`config.mk`:
```
export PLATFORM = sky130hd
export DESIGN_NAME = ame_scale_arb
export DESIGN_NICKNAME = d
export VERILOG_FILES = /design/src/rtl/ame_scale_arb.sv
export SDC_FILE = /design/constraint.sdc
export NUM_CORES = 1
export LEC_CHECK = 0
export CAP_MARGIN = 40
export CELL_PAD_IN_SITES_DETAIL_PLACEMENT = 1
export CELL_PAD_IN_SITES_GLOBAL_PLACEMENT = 1
export CORE_AREA = 2 2 716 718
export DETAILED_ROUTE_END_ITERATION = 6
export DIE_AREA = 0 0 718 720
export PLACE_DENSITY_LB_ADDON = 0.1
export SYNTH_ARGS = -nofsm -noshare
export SYNTH_HDL_FRONTEND = slang
export SYNTH_SLANG_ARGS = --single-unit
export TNS_END_PERCENT = 1
```
`constraint.sdc`:
```
create_clock -name clk_i -period 6.9 [get_ports clk_i]
set_clock_uncertainty 0.05 [all_clocks]
set_input_delay 1.38 -clock clk_i [delete_from_list [all_inputs] [get_ports clk_i]]
set_output_delay 1.38 -clock clk_i [all_outputs]
set_load 0.01 [all_outputs]
```
`src/rtl/ame_scale_arb.sv`:
```
// ame_scale_arb: shares one ame_num_scale unit among NUM_REQ requesters behind a credit-guarded 2-entry response FIFO.
// Define AME_SCALE_ARB_RR_EN for round-robin arbitration; left undefined, the lowest requester index wins.
module ame_scale_arb #(
  parameter int NUM_REQ        = 4,
  parameter int COMP_DATA_BITS = 64,
  parameter int ID_BITS        = $clog2(NUM_REQ)
) (
  input  logic                                         clk_i,
  input  logic                                         rst_n_i,
  input  logic [NUM_REQ-1:0]                           req_valid_i,
  output logic [NUM_REQ-1:0]                           req_ready_o,
  input  logic [NUM_REQ-1:0][3:0][COMP_DATA_BITS-1:0]  req_data_i,
  output logic                                         scl_init_o,
  output logic [3:0][COMP_DATA_BITS-1:0]               scl_data_o,
  input  logic                                         scl_done_i,
  input  logic [$clog2(COMP_DATA_BITS)-1:0]            scl_shift_i,
  input  logic [3:0][COMP_DATA_BITS-1:0]               scl_data_i,
  output logic                                         rsp_valid_o,
  input  logic                                         rsp_ready_i,
  output logic [ID_BITS-1:0]                           rsp_id_o,
  output logic [$clog2(COMP_DATA_BITS)-1:0]            rsp_shift_o,
  output logic [3:0][COMP_DATA_BITS-1:0]               rsp_data_o
);

  localparam int SW = $clog2(COMP_DATA_BITS);
  typedef logic [3:0][COMP_DATA_BITS-1:0] tuple_t;

  logic               inflight_q, inflight_d;
  logic [ID_BITS-1:0] tag_q;
  logic [1:0]         fifo_cnt_q, fifo_cnt_d;
  logic               wr_ptr_q, rd_ptr_q;
  logic [ID_BITS-1:0] id_mem_q    [2];
  logic [SW-1:0]      shift_mem_q [2];
  tuple_t             data_mem_q  [2];
  logic               err_q, post_rst_q;

  logic               pop, push, can_issue, issue, gnt_found;
  logic [ID_BITS-1:0] gnt_id;
  logic [NUM_REQ-1:0] rot_valid;
  logic [2:0]         occ;

  assign rsp_valid_o = (fifo_cnt_q != 2'd0);
  assign pop         = rsp_valid_o & rsp_ready_i;
  assign push        = scl_done_i & inflight_q;
  assign occ         = {1'b0, fifo_cnt_q} + {2'b00, inflight_q};
  assign can_issue   = (occ - {2'b00, pop}) < 3'd2;

`ifdef AME_SCALE_ARB_RR_EN
  logic [ID_BITS-1:0] rr_ptr_q, rr_ptr_d;

  // Rotate so bit 0 is the requester at rr_ptr; the search is then a plain priority scan.
  assign rot_valid = NUM_REQ'({req_valid_i, req_valid_i} >> rr_ptr_q);
`else
  assign rot_valid = req_valid_i;
`endif

  always_comb begin
    int off;
    off       = 0;
    gnt_found = 1'b0;
    for (int i = 0; i < NUM_REQ; i++) begin
      if (!gnt_found && rot_valid[i]) begin
        gnt_found = 1'b1;
        off       = i;
      end
    end
`ifdef AME_SCALE_ARB_RR_EN
    gnt_id = ID_BITS'((int'(rr_ptr_q) + off) % NUM_REQ);
`else
    gnt_id = ID_BITS'(off);
`endif
  end

  // Requests are refused while reset is held so the grant is quiet from the first instant.
  assign issue       = can_issue & gnt_found & rst_n_i;
  assign req_ready_o = issue ? (NUM_REQ'(1) << gnt_id) : '0;
  assign scl_init_o  = issue;
  assign scl_data_o  = req_data_i[gnt_id];

  assign inflight_d = issue | (inflight_q & ~push);
  assign fifo_cnt_d = fifo_cnt_q + {1'b0, push} - {1'b0, pop};

`ifdef AME_SCALE_ARB_RR_EN
  assign rr_ptr_d = issue ? ID_BITS'((int'(gnt_id) + 1) % NUM_REQ) : rr_ptr_q;

  always_ff @(posedge clk_i or negedge rst_n_i) begin
    if (!rst_n_i) rr_ptr_q <= '0;
    else          rr_ptr_q <= rr_ptr_d;
  end
`endif

  always_ff @(posedge clk_i or negedge rst_n_i) begin
    if (!rst_n_i) begin
      inflight_q <= 1'b0;
      tag_q      <= '0;
      fifo_cnt_q <= '0;
      wr_ptr_q   <= 1'b0;
      rd_ptr_q   <= 1'b0;
      err_q      <= 1'b0;
      post_rst_q <= 1'b1;
      for (int k = 0; k < 2; k++) begin
        id_mem_q[k]    <= '0;
        shift_mem_q[k] <= '0;
        data_mem_q[k]  <= '0;
      end
    end else begin
      post_rst_q <= 1'b0;
      inflight_q <= inflight_d;
      fifo_cnt_q <= fifo_cnt_d;
      if (issue) tag_q <= gnt_id;
      if (push) begin
        id_mem_q[wr_ptr_q]    <= tag_q;
        shift_mem_q[wr_ptr_q] <= scl_shift_i;
        data_mem_q[wr_ptr_q]  <= scl_data_i;
        wr_ptr_q              <= ~wr_ptr_q;
      end
      if (pop) rd_ptr_q <= ~rd_ptr_q;
      // A done left over from before reset may land in the first cycle; that one is not an error.
      if (scl_done_i && !inflight_q && !post_rst_q) err_q <= 1'b1;
    end
  end

  assign rsp_id_o    = id_mem_q[rd_ptr_q];
  assign rsp_shift_o = shift_mem_q[rd_ptr_q];
  assign rsp_data_o  = data_mem_q[rd_ptr_q];

  a_no_push_full: assert property (@(posedge clk_i) disable iff (!rst_n_i)
    push |-> (fifo_cnt_q != 2'd2));
  a_err_sticky: assert property (@(posedge clk_i) disable iff (!rst_n_i)
    err_q |=> err_q);

endmodule
```
==> results_dict.tcl, run 1 <==
set metrics [dict create \
    outcome "complete, no violations" \
    h-tree-depth 3 \
    ys_seq_elements 535 \
    gr-usage-met2_pct 31.1 \
    grt_pass1_wl_mm 486 \
    syn_area_sq_um 31900 \
    io_pins 1820 \
    drive_gt1_share_pct 24.9 \
    grt_setup_unrepaired "no" \
    route.detailed.drc 0 \
    min_period_over_period_pct 91.3 \
    die_h_microns 720 \
    yosysTopAreaCell "dfrtp_1" \
    pre_cts_slack_ns 0.361 \
    clkSlewWorstSetupHoldPaths_ns 0.05 \
    synth_edf_count 0 \
    hp-class "reg -> reg" \
    register_area_sq_um 13400 \
    r2r_cells 7 \
    clock-sinks 535 \
    dieArea_sq_um 517000 \
    power_switching_mw 7.77 \
    clk_path_buf_depth 3 \
    nFillCells 58483 \
    p_sw_share_pct 36.8 \
    r2r-end "tag_q[1]$_DFFE_PN0P_" \
    worstPathMaxFanout 5 \
    min_to "data_mem_q[84]$_DFFE_PN0P_" \
    ys.warnings.count 0 \
    hpwl_mm 348 \
    r2r-start "fifo_cnt_q[1]$_DFF_PN0_" \
    clockRootBuffer "clkbuf_16" \
    yosysUniqueCellTypes 39 \
    worst_slew_pin_slew_ns 1.10 \
    reg2reg_slack_ns 4.10 \
    postSynthAreaPerCell_sq_um 12.0 \
    ant_nets 0 \
    setup.worst_path.start_class "primary input" \
    cts_buffers 79 \
    worstSetupPathType "in -> out" \
    setup_viol_count_final 0 \
    layout_min_cycle_time_ns 6.30 \
    clock_latency_ns 0.71 \
    whs_path_depth 1 \
    drt_wl_total_mm 403 \
    hold_violations 0 \
    multi_input_area_sq_um 16900 \
    cts_tree "built" \
    overflow 0 \
    combPwrFrac_pct 53.0 \
    min_from "data_mem_q[84]$_DFFE_PN0P_" \
    drtIter0Drc 1462 \
    pwr-share-seq_pct 26.4 \
    synthTopCellsByArea "dfrtp_1 42%, mux2_2 19%, mux2_4 12%" \
    gp_congestion 0.883 \
    finalNonFillerCells 11275 \
    port_buffers 1819 \
    busiest_layer "met2" \
    vdd_ir_drop_max_mv 0.184 \
    syn_nets 3951 \
    dpl.cell_count 11049 \
    routedWlPerCell_microns 35.7 \
    drt-pass1-iter-count 5 \
    max_cap_viol_count 0 \
    cts_setup_buffers 0 \
    cts-resized-gates 0 \
    start_util_pct 6.27 \
    grt_use_met1_pct 12.5 \
    endpoint_kind "primary output" \
    hold_buffers 0 \
    rows 262 \
    maxSlewViolCount 0 \
    gr-usage-all-layers_pct 15.0 \
    grt_antenna_before_repair 503 \
    synthTopCellsByCount "543 x mux2_2, 535 x dfrtp_1, 262 x nand2_1" \
    relSlewSlack_pct 26.6 \
    setup_ws_ns 0.603 \
    crit_arrival_ns 4.87 \
    cp.required_ns 5.47 \
    finalSetupTns_ns 0 \
    vias 32979 \
    grt_max_degree 110 \
    grt_pass1_vias 35326 \
    synth_top_area_share_pct 42.0 \
    ys_seq_area_share_pct 42.0 \
    synthFlopType "dfrtp_1" \
    leakage_nw 22.8 \
    p_int_mw 13.3 \
    clkPwrFrac_pct 20.6 \
    synth_most_common_cell "mux2_2" \
    p_total_mw 21.1 \
    viasPerCell 2.92 \
    async_flop_share_pct 100 \
    dieWidth_microns 718 \
    fmax_mhz 159 \
    coreArea_sq_um 508000 \
    syn_inst 2655 \
    grt.met3_usage_pct 5.95 \
    syn2layout_area_growth_pct 93.2 \
    power_density_nw_per_um2 343 \
    finalNetCount 5694 \
]
-- worst max-delay path, cell delays in order --
cell and delay [ns]:
clkdlybuf4s50_1 0.85, nand2_1 0.15, nor2_1 0.21, o21ai_0 0.19, fa_1 0.49, xnor2_1 0.24
nand3_1 0.42, nor3b_1 0.32, clkdlybuf4s50_1 0.58
-- logic make-up (layout without fill, tap and decap cells) --
group           Yosys count  count (layout)  share of synthesized area [%]
mux                     793             793                           30.9
simple gates            539             539                           9.52
flops                   535             535                           42.0
compound gates          519             519                           12.2
buf+inv                 262            2063                           5.09
xor+xnor                  5               5                          0.137
fa+ha+maj                 2               2                          0.102
other cells               0              87                              0
-- sequential cells by signal, summed over array words and instances (netlist names) --
signal and cells:
data_mem_q 512, fifo_cnt_q 2, rd_ptr_q 1, inflight_q 1, tag_q 2, wr_ptr_q 1
id_mem_q 4, shift_mem_q 12
-- layer usage --
| layer | vias up | wire, microns |
|---|---|---|
| li1 | 13591 | - |
| met1 | 16369 | 117000 |
| met2 | 1710 | 229000 |
| met3 | 1003 | 33600 |
| met4 | 306 | 20600 |
| met5 | - | 1990 |
-- final cells by class --
cell class,count,area share (%)
diodes,87,0.354
clock buffers,114,3.72
clock inverters,25,0.636
inverters,2,0.0122
multi-input cells,1858,27.5
flip-flops and latches,535,21.7
well taps,6732,13.7
repair buffers,1922,32.4
-- worst max path at each step --
stage                startpoint             end  slack, ns  cells past startpoint
global placement    rsp_ready_i  req_ready_o[0]      -0.09                      8
floorplan           rsp_ready_i  req_ready_o[1]       2.63                      7
global route        rsp_ready_i  req_ready_o[1]       0.36                      9
detailed placement  rsp_ready_i  req_ready_o[1]       0.36                      9
finish              rsp_ready_i  req_ready_o[1]       0.60                      9
CTS                 rsp_ready_i  req_ready_o[1]       0.35                      9
-- stage by stage --
stage                     instance area [sq um]  util, %  hold WS [ns]
final                                     61600     12.1         0.448
after global routing                      61400     12.1         0.458
after CTS                                 61400     12.1         0.427
after detailed placement                  58700     11.5         0.437
after global placement                    58500     11.5         0.431
after floorplan                           31900        -         0.408
-- placed cells by master, fill, tap and decap left out, types with 3 or more instances in the layout --
master,synthesis,layout
bufinv_16,0,6
buf_12,22,85
mux2_4,249,249
clkbuf_16,0,79
buf_8,0,4
clkdlybuf4s50_1,0,1734
a221o_1,255,255
mux2_2,543,543
nor3_1,3,3
nand3b_1,255,255
nand2_1,262,262
buf_16,0,5
a21oi_1,256,256
dfrtp_1,535,534
xnor2_1,3,3
clkbuf_1,66,17
clkinv_2,0,9
clkbuf_8,0,18
nor2_1,5,5
buf_4,11,92
diode_2,0,87
-- power by group through the flow --
| stage | Sequential (mW) | Combinational, mW | Clock, mW |
|---|---|---|---|
| after CTS | 5.60 | 11.7 | 4.65 |
| after global routing | 5.83 | 11.9 | 4.70 |
| after detailed placement | 5.63 | 11.6 | 0 |
| final | 5.57 | 11.2 | 4.34 |
| after floorplan | 5.27 | 5.22 | 0 |
| after global placement | 5.56 | 11.6 | 0 |
(Power assumes the default switching activity.)
==> inputs of run 2 (changes only) <==
SKIP_CTS_REPAIR_TIMING = 1   (was default)
SLEW_MARGIN = 10   (was default)
==> results_dict.tcl, run 2 (synthesized netlist as in run 1, its figures left out) <==
set metrics [dict create \
    outcome "complete, no violations" \
    gr-usage-all-layers_pct 15.0 \
    overflow 0 \
    relSlewSlack_pct 30.4 \
    grt_use_met1_pct 12.4 \
    pwr-share-seq_pct 26.4 \
    final_cell_mix "1734 x clkdlybuf4s50_1, 543 x mux2_2, 534 x dfrtp_1" \
    r2r-start "fifo_cnt_q[1]$_DFF_PN0_" \
    vdd_ir_drop_max_mv 0.185 \
    p_int_mw 13.3 \
    layout_min_cycle_time_ns 6.18 \
    fin_util_pct 12.1 \
    h-tree-depth 3 \
    combPwrFrac_pct 53.1 \
    hpwl_mm 348 \
    min_from "data_mem_q[84]$_DFFE_PN0P_" \
    grt_antenna_before_repair 500 \
    viasPerCell 2.91 \
    cts_buffers 78 \
    rows 262 \
    drtIter0Drc 1487 \
    cp.required_ns 5.47 \
    reg2reg_slack_ns 4.21 \
    p_sw_share_pct 36.8 \
    clkSlewWorstSetupHoldPaths_ns 0.05 \
    dieArea_sq_um 517000 \
    power_switching_mw 7.76 \
    reg_top3 "data_mem_q x512, shift_mem_q x12, id_mem_q x4" \
    endpoint_kind "primary output" \
    drt-pass1-iter-count 4 \
    busiest_layer "met2" \
    grt_max_degree 110 \
    r2r_cells 7 \
    hold_violations 0 \
    setup_viol_count_final 0 \
    io_pins 1820 \
    cts_tree "built" \
    maxSlewViolCount 0 \
    clkPwrFrac_pct 20.5 \
    p_total_mw 21.1 \
    finalNetCount 5693 \
    grt_pass1_wl_mm 487 \
    drive_gt1_share_pct 24.9 \
    worstSetupPathType "in -> out" \
    layout_commonest_cell "clkdlybuf4s50_1" \
    max_cap_viol_count 0 \
    port_buffers 1819 \
    worstPathMaxFanout 5 \
    clk_path_buf_depth 3 \
    hp-class "reg -> reg" \
    r2r-end "tag_q[1]$_DFFE_PN0P_" \
    grt_setup_unrepaired "no" \
    coreArea_sq_um 508000 \
    ant_nets 0 \
    clock_latency_ns 0.71 \
    setup.worst_path.start_class "primary input" \
    drt_wl_total_mm 403 \
    leakage_nw 22.8 \
    min_period_over_period_pct 89.6 \
    grt_pass1_vias 35566 \
    gp_congestion 0.883 \
    route.detailed.drc 0 \
    crit_arrival_ns 4.75 \
    gr-usage-met2_pct 31.2 \
    start_util_pct 6.27 \
    clockRootBuffer "clkbuf_16" \
    whs_path_depth 1 \
    dieWidth_microns 718 \
    regMostFlops "data_mem_q" \
    largest_register_ffs 512 \
    routedWlPerCell_microns 35.7 \
    vias 32827 \
    syn2layout_area_growth_pct 93.2 \
    min_to "data_mem_q[84]$_DFFE_PN0P_" \
    grt.met3_usage_pct 5.98 \
    clock-sinks 535 \
    die_h_microns 720 \
    fmax_mhz 162 \
    power_density_nw_per_um2 342 \
    worst_slew_pin_slew_ns 1.04 \
]
[run 2: changes by cell type in the layout (fill, tap and decap cells not counted)]
cell / delta
clkbuf_16: -1
clkinv_8: +1
bufinv_16: -1
clkbuf_1: +1
inv_6: -1
clkinv_2: -1
clkbuf_8: +4
diode_2: -5
[run 2: area by class of cell]
class | count | area [sq um]
Clock buffer | 118 | 2320
Inverter | 2 | 7.51
Tap cell | 6732 | 8420
Sequential cell | 535 | 13400
Timing Repair Buffer | 1922 | 20000
Fill cell | 58579 | 447000
Antenna cell | 82 | 205
Multi-Input combinational cell | 1858 | 16900
Clock inverter | 23 | 364
[run 2: worst max-delay path, stage by stage]
cell and delay (ns):
clkdlybuf4s50_1 0.83, nand2_1 0.15, nor2_1 0.19, o21ai_0 0.19, fa_1 0.49, xnor2_1 0.23, nand3_1 0.36, nor3b_1 0.32
clkdlybuf4s50_1 0.58
[run 2: worst max path at each step]
stage	depth (start not counted)	slack (ns)	startpoint	to
floorplan	7	2.63	rsp_ready_i	req_ready_o[1]
global placement	8	-0.09	rsp_ready_i	req_ready_o[0]
detailed placement	9	0.37	rsp_ready_i	req_ready_o[1]
CTS	9	0.35	rsp_ready_i	req_ready_o[1]
global route	9	0.37	rsp_ready_i	req_ready_o[1]
finish	9	0.72	rsp_ready_i	req_ready_o[1]
[run 2: metal layers]
metal | wire length [microns] | vias to the layer above
li1 | - | 13578
met1 | 117000 | 16240
met2 | 230000 | 1718
met3 | 33800 | 991
met4 | 19800 | 300
met5 | 1960 | -
[run 2: power by group through the flow]
stage	sequential (mW)	combinational [mW]	clock, mW
6_report	5.57	11.2	4.32
2_1_floorplan	5.27	5.22	0
3_3_place_gp	5.56	11.6	0
5_1_grt	5.82	11.9	4.69
4_1_cts	5.60	11.7	4.63
3_5_place_dp	5.63	11.6	0
[run 2: per-stage QoR]
| stage | TNS [ns] | hold WS (ns) | setup WS (ns) | std cells | instance area (sq um) |
|---|---|---|---|---|---|
| 5_1_grt | 0 | 0.459 | 0.368 | 11205 | 61400 |
| 6_report | 0 | 0.446 | 0.718 | 11272 | 61600 |
| 3_3_place_gp | -0.0883 | 0.431 | -0.0883 | 11039 | 58500 |
| 2_1_floorplan | 0 | 0.408 | 2.63 | 2655 | 31900 |
| 3_5_place_dp | 0 | 0.437 | 0.370 | 11049 | 58700 |
| 4_1_cts | 0 | 0.450 | 0.350 | 11190 | 61400 |
==> inputs of run 3 (changes only) <==
ABC_AREA = 1   (was default)
CELL_PAD_IN_SITES_DETAIL_PLACEMENT = 0   (was 1)
CORE_AREA = 2 2 717 719   (was 2 2 716 718)
DIE_AREA = 0 0 719 721   (was 0 0 718 720)
==> results_dict.tcl, run 3 <==
set metrics [dict create \
    outcome "complete, no violations" \
    coreArea_sq_um 511000 \
    clockRootBuffer "clkbuf_16" \
    worst_slew_pin_slew_ns 1.07 \
    power_density_nw_per_um2 331 \
    yosysTopAreaCell "dfrtp_1" \
    max_stage_delay_ns 0.60 \
    clk_path_buf_depth 3 \
    hold_violations 0 \
    synthFlopType "dfrtp_1" \
    rows 263 \
    drt-pass1-iter-count 5 \
    final_cell_mix "2106 x nand2_1, 1732 x clkdlybuf4s50_1, 534 x dfrtp_1" \
    synth_top_area_share_pct 43.6 \
    synthTopCellsByCount "2106 x nand2_1, 535 x dfrtp_1, 276 x inv_1" \
    start_util_pct 6.00 \
    drtIter0Drc 2301 \
    ys_seq_elements 535 \
    clock_latency_ns 0.70 \
    crit_arrival_ns 4.84 \
    crit_start "req_valid_i[1]" \
    yosysUniqueCellTypes 25 \
    reg_top3 "data_mem_q x512, shift_mem_q x12, id_mem_q x4" \
    grt_pass1_vias 39682 \
    routedWlPerCell_microns 35.1 \
    dpl.cell_count 12683 \
    hpwl_mm 399 \
    ys.warnings.count 0 \
    synth_edf_count 0 \
    die_h_microns 721 \
    fmax_mhz 159 \
    viasPerCell 3.03 \
    route.detailed.drc 0 \
    h-tree-depth 3 \
    finalNonFillerCells 12951 \
    syn_nets 5597 \
    gp_congestion 0.949 \
    synth_most_common_cell "nand2_1" \
    cp.required_ns 5.47 \
    setup_viol_count_final 0 \
    overflow 0 \
    worstSetupPathType "in -> out" \
    relSlewSlack_pct 28.4 \
    finalNetCount 7304 \
    synthTopCellsByArea "dfrtp_1 44%, nand2_1 26%, o21ai_2 5.4%" \
    vias 39243 \
    cpMaxStageDelayCell "clkdlybuf4s50_1" \
    min_from "data_mem_q[296]$_DFFE_PN0P_" \
    dieArea_sq_um 518000 \
    ys_seq_area_share_pct 43.6 \
    endpoint_kind "primary output" \
    cts_tree "built" \
    leakage_nw 24.4 \
    grt_pass1_wl_mm 546 \
    postSynthAreaPerCell_sq_um 7.13 \
    syn2layout_area_growth_pct 95.8 \
    min_period_over_period_pct 90.9 \
    grt_antenna_before_repair 527 \
    layout_min_cycle_time_ns 6.27 \
    clkSlewWorstSetupHoldPaths_ns 0.05 \
    drive_gt1_share_pct 8.72 \
    grt_setup_unrepaired "no" \
    finalSetupTns_ns 0 \
    ant_nets 0 \
    worstPathMaxFanout 29 \
    hp-class "reg -> reg" \
    layout_commonest_cell "nand2_1" \
    largest_register_ffs 512 \
    syn_inst 4301 \
    gr-usage-all-layers_pct 16.9 \
    crit_chain "clkdlybuf4s50_1, nor2_4, nand3_1, inv_8, buf_12, buf_4, nand2_1, nand4_1, buf_4, clkdlybuf4s50_1" \
    syn_area_sq_um 30700 \
    vdd_ir_drop_max_mv 0.190 \
    port_buffers 1819 \
    async_flop_share_pct 100 \
    drt_wl_total_mm 454 \
    r2r-start "fifo_cnt_q[1]$_DFF_PN0_" \
    clock-sinks 535 \
    grt_max_degree 131 \
    setup.worst_path.start_class "primary input" \
    cts_buffers 80 \
    io_pins 1820 \
    max_cap_viol_count 0 \
    dieWidth_microns 719 \
    maxSlewViolCount 0 \
    regMostFlops "data_mem_q" \
]
## run 3: cell types whose count changed after synthesis, sizes merged, moves of 3 or more
| cell | delta |
|---|---|
| nand3b | -254 |
| buf | +11 |
| a21oi | -256 |
| mux2 | -792 |
| a221o | -255 |
| nand3 | +257 |
| clkbuf | +44 |
| inv | +277 |
| nand2 | +1845 |
| o21ai | +531 |
| nor2 | +3 |
| nand4 | +255 |
## run 3: worst paths after layout
kind                                               end  slack [ns]  cells after the start
max                                     scl_data_o[76]        0.63                     10
min                        data_mem_q[296]$_DFFE_PN0P_        0.43                      2
max reg2reg                       tag_q[0]$_DFFE_PN0P_        3.99                     13
min reg2reg                data_mem_q[296]$_DFFE_PN0P_        0.43                      2
max in group asynchronous  data_mem_q[345]$_DFFE_PN0P_        3.89                      4
min in group asynchronous  data_mem_q[262]$_DFFE_PN0P_        0.53                      1
## run 3: through the flow
stage               hold slack (ns)  util (%)  cell area, sq um  total power [mW]  worst slack (ns)
global placement              0.413      11.1             56900              16.0             0.503
global route                  0.444      11.7             59900              21.3             0.523
CTS                           0.431      11.7             59700              20.7             0.499
detailed placement            0.418      11.2             57100              16.1             0.508
floorplan                     0.403         -             30700              9.20              2.65
finish                        0.427      11.8             60100              19.9             0.629
## run 3: kinds of logic (layout without fill, tap and decap cells)
kind of cell             count (synthesis)  after routing  share of synthesized area [%]
buffers and inverters                  594           2359                           9.70
AND/OR/NAND/NOR                       2634           2634                           35.5
AO/OA/AOI/OAI                          533            533                           11.0
other                                    0            128                              0
adder cells (fa/ha/maj)                  2              2                          0.106
flip-flops                             535            535                           43.6
XOR/XNOR                                 3              3                         0.0857
## run 3: report_power, final
group / switching (mW) / total (mW) / internal, mW / leakage [nW]
Sequential: 0.743 / 5.31 / 4.57 / 6.71
Clock: 1.78 / 4.26 / 2.48 / 1.29
Combinational: 6.14 / 10.3 / 4.14 / 16.4
## run 3: area by class of cell
cell class	count	area, sq um
sequential	535	13400
tap	6757	8450
fill	59295	451000
inverter	279	1080
multi-input combinational	3172	14300
antenna	128	320
clock buffer	117	2300
clock inverter	23	367
timing repair buffer	1940	19800
## run 3: critical path: cells and delay by family
family | cells | cell delay [ns]
buf+inv | 6 | 2.17
simple gates | 4 | 1.13
## run 3: layer usage
layer	vias to the layer above	share of wire, %	track usage [%]
met5	-	0.29	0
met4	210	5.2	6.49
met3	1062	6.2	4.70
met2	1939	53	32.4
met1	18681	35	17.1
li1	17351	-	-
